<file path="src/rtl/uart_tx_io.sv">
// Memory-mapped UART transmitter: CPU writes bytes into a small FIFO, drained as 8N1 frames on tx_o.
// Optional macro UART_TX_PARITY_EN inserts an even-parity bit between data and stop (8E1).
module uart_tx_io #(
    parameter int CLKS_PER_BIT = 200,
    parameter int FIFO_DEPTH   = 8,
    parameter int FIFO_AW      = 3
) (
    input  logic        clk_i,
    input  logic        rst_n_i,
    input  logic        uartcs_i,
    input  logic        uartwrite_i,
    input  logic        uartread_i,
    input  logic [1:0]  uartaddr_i,
    input  logic [15:0] wdata_i,
    output logic [15:0] rdata_o,
    output logic        tx_o
);

    localparam int                BW        = (CLKS_PER_BIT > 1) ? $clog2(CLKS_PER_BIT) : 1;
    localparam logic [BW-1:0]     BAUD_LAST = BW'(CLKS_PER_BIT - 1);
    localparam logic [FIFO_AW:0]  DEPTH_C   = (FIFO_AW + 1)'(FIFO_DEPTH);

    typedef enum logic [2:0] {
        S_IDLE,
        S_START,
        S_DATA,
`ifdef UART_TX_PARITY_EN
        S_PARITY,
`endif
        S_STOP
    } state_e;

    state_e             state_q, state_d;
    logic [BW-1:0]      baud_q, baud_d;
    logic [2:0]         bit_q, bit_d;
    logic [7:0]         shift_q, shift_d;
    logic               tx_q, tx_d;
    logic [15:0]        rdata_q, rdata_d;
    logic               ovf_q, ovf_d;
    logic [FIFO_AW-1:0] wr_ptr_q, rd_ptr_q;
    logic [FIFO_AW:0]   count_q;
    logic [7:0]         mem [FIFO_DEPTH];
`ifdef UART_TX_PARITY_EN
    logic               par_q, par_d;
`endif

    logic        push_req, push, pop, full, empty, busy, baud_end, status_rd, rd_strobe;
    logic [7:0]  mem_rd;
    logic [15:0] status;
    logic        unused_wdata;

    assign unused_wdata = ^wdata_i[15:8];

    assign full      = (count_q == DEPTH_C);
    assign empty     = (count_q == '0);
    assign busy      = (state_q != S_IDLE) | ~empty;
    assign push_req  = uartcs_i & uartwrite_i & (uartaddr_i == 2'b00);
    // Fullness is judged before any same-cycle pop, so a push into a full FIFO is lost.
    assign push      = push_req & ~full;
    assign mem_rd    = mem[rd_ptr_q];
    assign baud_end  = (baud_q == BAUD_LAST);
    assign rd_strobe = uartcs_i & uartread_i;
    assign status_rd = rd_strobe & (uartaddr_i == 2'b10);
    assign status    = {8'h00, 4'(count_q), ovf_q, empty, full, busy};

    always_comb begin
        state_d = state_q;
        baud_d  = baud_q;
        bit_d   = bit_q;
        shift_d = shift_q;
        pop     = 1'b0;
`ifdef UART_TX_PARITY_EN
        par_d   = par_q;
`endif
        case (state_q)
            S_IDLE: begin
                baud_d = '0;
                if (!empty) begin
                    pop     = 1'b1;
                    shift_d = mem_rd;
                    bit_d   = '0;
                    state_d = S_START;
`ifdef UART_TX_PARITY_EN
                    par_d   = ^mem_rd;
`endif
                end
            end
            S_START: begin
                if (baud_end) begin
                    baud_d  = '0;
                    bit_d   = '0;
                    state_d = S_DATA;
                end else begin
                    baud_d = baud_q + 1'b1;
                end
            end
            S_DATA: begin
                if (baud_end) begin
                    baud_d  = '0;
                    shift_d = {1'b0, shift_q[7:1]};
                    if (bit_q == 3'd7) begin
`ifdef UART_TX_PARITY_EN
                        state_d = S_PARITY;
`else
                        state_d = S_STOP;
`endif
                    end else begin
                        bit_d = bit_q + 3'd1;
                    end
                end else begin
                    baud_d = baud_q + 1'b1;
                end
            end
`ifdef UART_TX_PARITY_EN
            S_PARITY: begin
                if (baud_end) begin
                    baud_d  = '0;
                    state_d = S_STOP;
                end else begin
                    baud_d = baud_q + 1'b1;
                end
            end
`endif
            S_STOP: begin
                if (baud_end) begin
                    baud_d = '0;
                    // Back-to-back frames: the next start bit follows the stop bit directly.
                    if (!empty) begin
                        pop     = 1'b1;
                        shift_d = mem_rd;
                        bit_d   = '0;
                        state_d = S_START;
`ifdef UART_TX_PARITY_EN
                        par_d   = ^mem_rd;
`endif
                    end else begin
                        state_d = S_IDLE;
                    end
                end else begin
                    baud_d = baud_q + 1'b1;
                end
            end
            default: state_d = S_IDLE;
        endcase

        // Line level follows the next state so tx_o is a clean register output.
        case (state_d)
            S_START:  tx_d = 1'b0;
            S_DATA:   tx_d = shift_d[0];
`ifdef UART_TX_PARITY_EN
            S_PARITY: tx_d = par_q;
`endif
            default:  tx_d = 1'b1;
        endcase
    end

    always_comb begin
        rdata_d = rdata_q;
        if (rd_strobe) begin
            rdata_d = (uartaddr_i == 2'b10) ? status : 16'h0000;
        end
        ovf_d = ovf_q;
        if (push_req & full) begin
            ovf_d = 1'b1;
        end else if (status_rd) begin
            ovf_d = 1'b0;
        end
    end

    always_ff @(posedge clk_i) begin
        if (!rst_n_i) begin
            state_q  <= S_IDLE;
            baud_q   <= '0;
            bit_q    <= '0;
            shift_q  <= '0;
            tx_q     <= 1'b1;
            rdata_q  <= '0;
            ovf_q    <= 1'b0;
            wr_ptr_q <= '0;
            rd_ptr_q <= '0;
            count_q  <= '0;
`ifdef UART_TX_PARITY_EN
            par_q    <= 1'b0;
`endif
        end else begin
            state_q <= state_d;
            baud_q  <= baud_d;
            bit_q   <= bit_d;
            shift_q <= shift_d;
            tx_q    <= tx_d;
            rdata_q <= rdata_d;
            ovf_q   <= ovf_d;
`ifdef UART_TX_PARITY_EN
            par_q   <= par_d;
`endif
            if (push) begin
                wr_ptr_q <= wr_ptr_q + 1'b1;
            end
            if (pop) begin
                rd_ptr_q <= rd_ptr_q + 1'b1;
            end
            case ({push, pop})
                2'b10:   count_q <= count_q + 1'b1;
                2'b01:   count_q <= count_q - 1'b1;
                default: count_q <= count_q;
            endcase
        end
    end

    always_ff @(posedge clk_i) begin
        if (push) begin
            mem[wr_ptr_q] <= wdata_i[7:0];
        end
    end

    assign rdata_o = rdata_q;
    assign tx_o    = tx_q;

endmodule

</file>
<file path="config.mk">
export PLATFORM = sky130hd
export DESIGN_NAME = uart_tx_io
export DESIGN_NICKNAME = d
export VERILOG_FILES = /design/src/rtl/uart_tx_io.sv
export SDC_FILE = /design/constraint.sdc
export NUM_CORES = 1
export LEC_CHECK = 0
export ABC_CLOCK_PERIOD_IN_PS = 8000
export BUFFER_PORTS_ARGS = -buffer_cell sky130_fd_sc_hd__buf_4
export CORE_MARGIN = 2
export CORE_UTILIZATION = 40
export CTS_CLUSTER_DIAMETER = 150
export DETAILED_ROUTE_END_ITERATION = 6
export SLEW_MARGIN = 30
export SYNTH_ARGS = -nofsm -noshare
export SYNTH_HDL_FRONTEND = slang
export SYNTH_SLANG_ARGS = --single-unit
</file>
<file path="constraint.sdc">
create_clock -name clk_i -period 8 [get_ports clk_i]
set_clock_uncertainty 0.1 [all_clocks]
set_input_delay 0.8 -clock clk_i [delete_from_list [all_inputs] [get_ports clk_i]]
set_output_delay 0.8 -clock clk_i [all_outputs]
set_load 0.02 [all_outputs]
</file>
==> results.cfg <==
[worst_setup_path]
arrival_ns = 3.20
startpoint = count_q[1]$_SDFFE_PN0P_
startpoint_type = register
path_class = reg2reg
required_ns = 8.18
crit_path_max_fanout = 9
endpoint_kind = register
worstReg2RegStart = count_q[1]$_SDFFE_PN0P_

[sta]
hold_viol = 0
max_freq_mhz = 330
tns_ns = 0
drv_slew = 0
max_slew_margin = 0.384
finalSetupViolations = 0
rsz0062_at_grt = no
post-route-period-util = 0.378
post-route-min-period_ns = 3.03
tightest_slew_ns = 0.920

[clock_tree]
clock-sinks = 109
numCtsBuffers = 9
cts_tree = yes
cts.htree.levels = 3
clk_path_buf_depth = 2
clk_latency_ns = 0.35
clk_pin_slew_worst_paths_ns = 0.07
cts-resized-gates = 0
cts_hold_buf = 0
cts-root-buf = clkbuf_16
postCtsSetupRepairBufs = 0

[flow_run]
drv_cap = 0

[grt]
grt_pass1_vias = 2818
grt_max_degree = 40
antenna_found_initial = 0
grt.overflow.total = 0
grt_pass1_wl_mm = 14.6
grt_usage = 0.150

[synth]
synthTopCellsByArea = edfxtp_1 41%, dfxtp_1 19%, mux4_2 7.7%
syn-cell-area_mm2 = 0.00468
async_flop_share = 0
yosysTopAreaCellShare = 0.410
synth_seq_cells = 109
ys_warn_count = 0
synth_top_area_cell = edfxtp_1
post-synth-top-count-cell = edfxtp_1
yosysUniqueCellTypes = 57
synth_edf_count = 64
syn_area_per_cell_um2 = 13.1
synthCells = 358
ys_seq_area_frac = 0.603
synth_common_cells = 64 x edfxtp_1, 45 x dfxtp_1, 34 x nor2_1, 21 x a21oi_1, 21 x nand2_1
synth_ff_type = edfxtp_1

[placed_design]
port_buffers = 23
place.gp.congestion = 0.734
dp_hpwl_mm = 5.69

[drt]
firstDrtPassIters = 4
drt-total-wl_mm = 8.87
avgRoutedWirePerCell_um = 16.9
vias = 2817
route.detailed.drc = 0
first_iter_violations = 171
viasPerCell = 5.38
antenna_left = 0

[floorplanning]
die_height_um = 112
floorplan.initialDensity = 0.410
io_pins = 40
die_x_um = 112
core_mm2 = 0.0114
fp.dieArea_mm2 = 0.0126
num_rows = 39

[pwr]
vdd.ir_drop.worst_mv = 0.0972
powerDensity_mw_per_mm2 = 234
power_w = 0.00123
p_leak_nw = 1.78

[cells_and_area]
insertedDiodeCount = 0
final_nets = 407
utilization = 0.462
syn_to_final_growth_pct = 12.5
n_fill_cell = 1045
multi_input_area_mm2 = 0.00175
layout-drive-gt1-share = 0.210
ff_latch_area_mm2 = 0.00282

[run_status]
status = finished, final reports clean

[hold_path]
hp-class = reg2reg
hp-start = shift_q[2]$_SDFFE_PN0P_
-- flip-flops by register name, indices dropped and copies added (netlist names), named ones only --
register	cells
rdata_o	8
count_q	4
ovf_q	1
tx_o	1
mem	64
rd_ptr_q	3
state_q	3
shift_q	8
wr_ptr_q	3
bit_q	3
baud_q	8
-- path summary, 6_finish.rpt --
kind,end,slack [ns],cells past startpoint
worst max-delay path,count_q[2]$_SDFFE_PN0P_,4.97,10
worst max register to register,count_q[2]$_SDFFE_PN0P_,4.97,10
worst min register to register,shift_q[2]$_SDFFE_PN0P_,0.36,2
worst min-delay path,shift_q[2]$_SDFFE_PN0P_,0.36,2
-- cells in the final DEF, fill, tap and decap left out, types with 9 or more instances in the layout --
| cell | count |
|---|---|
| a21oi_1 | 21 |
| nand2_1 | 21 |
| a22oi_1 | 16 |
| clkbuf_16 | 9 |
| buf_4 | 26 |
| dfxtp_1 | 44 |
| conb_1 | 9 |
| mux4_2 | 16 |
| edfxtp_1 | 64 |
| nor2_1 | 33 |
-- worst max-delay path, cell delays in order, from the launching register on --
cell       delay, ns
dfxtp_1         0.57
nor3_1          0.18
a2111oi_4       0.51
inv_1           0.25
ha_1            0.32
xor2_1          0.16
ha_1            0.19
a21oi_1         0.15
xor2_1          0.09
or3_1           0.31
a21oi_1         0.13
-- logic make-up after synthesis --
kind of cell | share of synthesized area
compound gates | 0.102
xor+xnor | 0.0131
fa+ha+maj | 0.0214
buf+inv | 0.0355
flops | 0.603
mux | 0.107
other cells | 0.000801
simple gates | 0.118
-- stage by stage --
stage | setup slack (ns) | cells | hold WS [ns] | cell area, um2
finish | 4.97 | 524 | 0.363 | 5270
global route | 4.76 | 524 | 0.385 | 5270
CTS | 4.94 | 524 | 0.362 | 5260
detailed placement | 4.76 | 508 | 0.352 | 4960
global placement | 4.79 | 508 | 0.343 | 4960
floorplan | 5.12 | 366 | 0.333 | 4710
-- power by group --
part | switching, W | total, W | internal, W | leakage (nW)
logic | 0.0000782 | 0.000143 | 0.0000652 | 0.692
registers | 0.0000274 | 0.000636 | 0.000609 | 0.940
clock network | 0.000197 | 0.000452 | 0.000255 | 0.145
-- cell type report --
class,instances,share of cell area
clock buffer,12,0.0468
clock inverter,4,0.0109
inverter,4,0.00285
multi-input combinational,226,0.333
sequential,109,0.536
tap,143,0.0340
timing repair buffer,26,0.0370
-- layer usage --
layer / GRT usage / vias up / routed length [um]
met5: 0 / - / 0
met4: 0.0512 / 0 / 140
met3: 0.0394 / 11 / 335
met2: 0.236 / 47 / 4210
met1: 0.203 / 1386 / 4190
li1: - / 1373 / -
No activity file was read; power rests on OpenSTA's default activity.
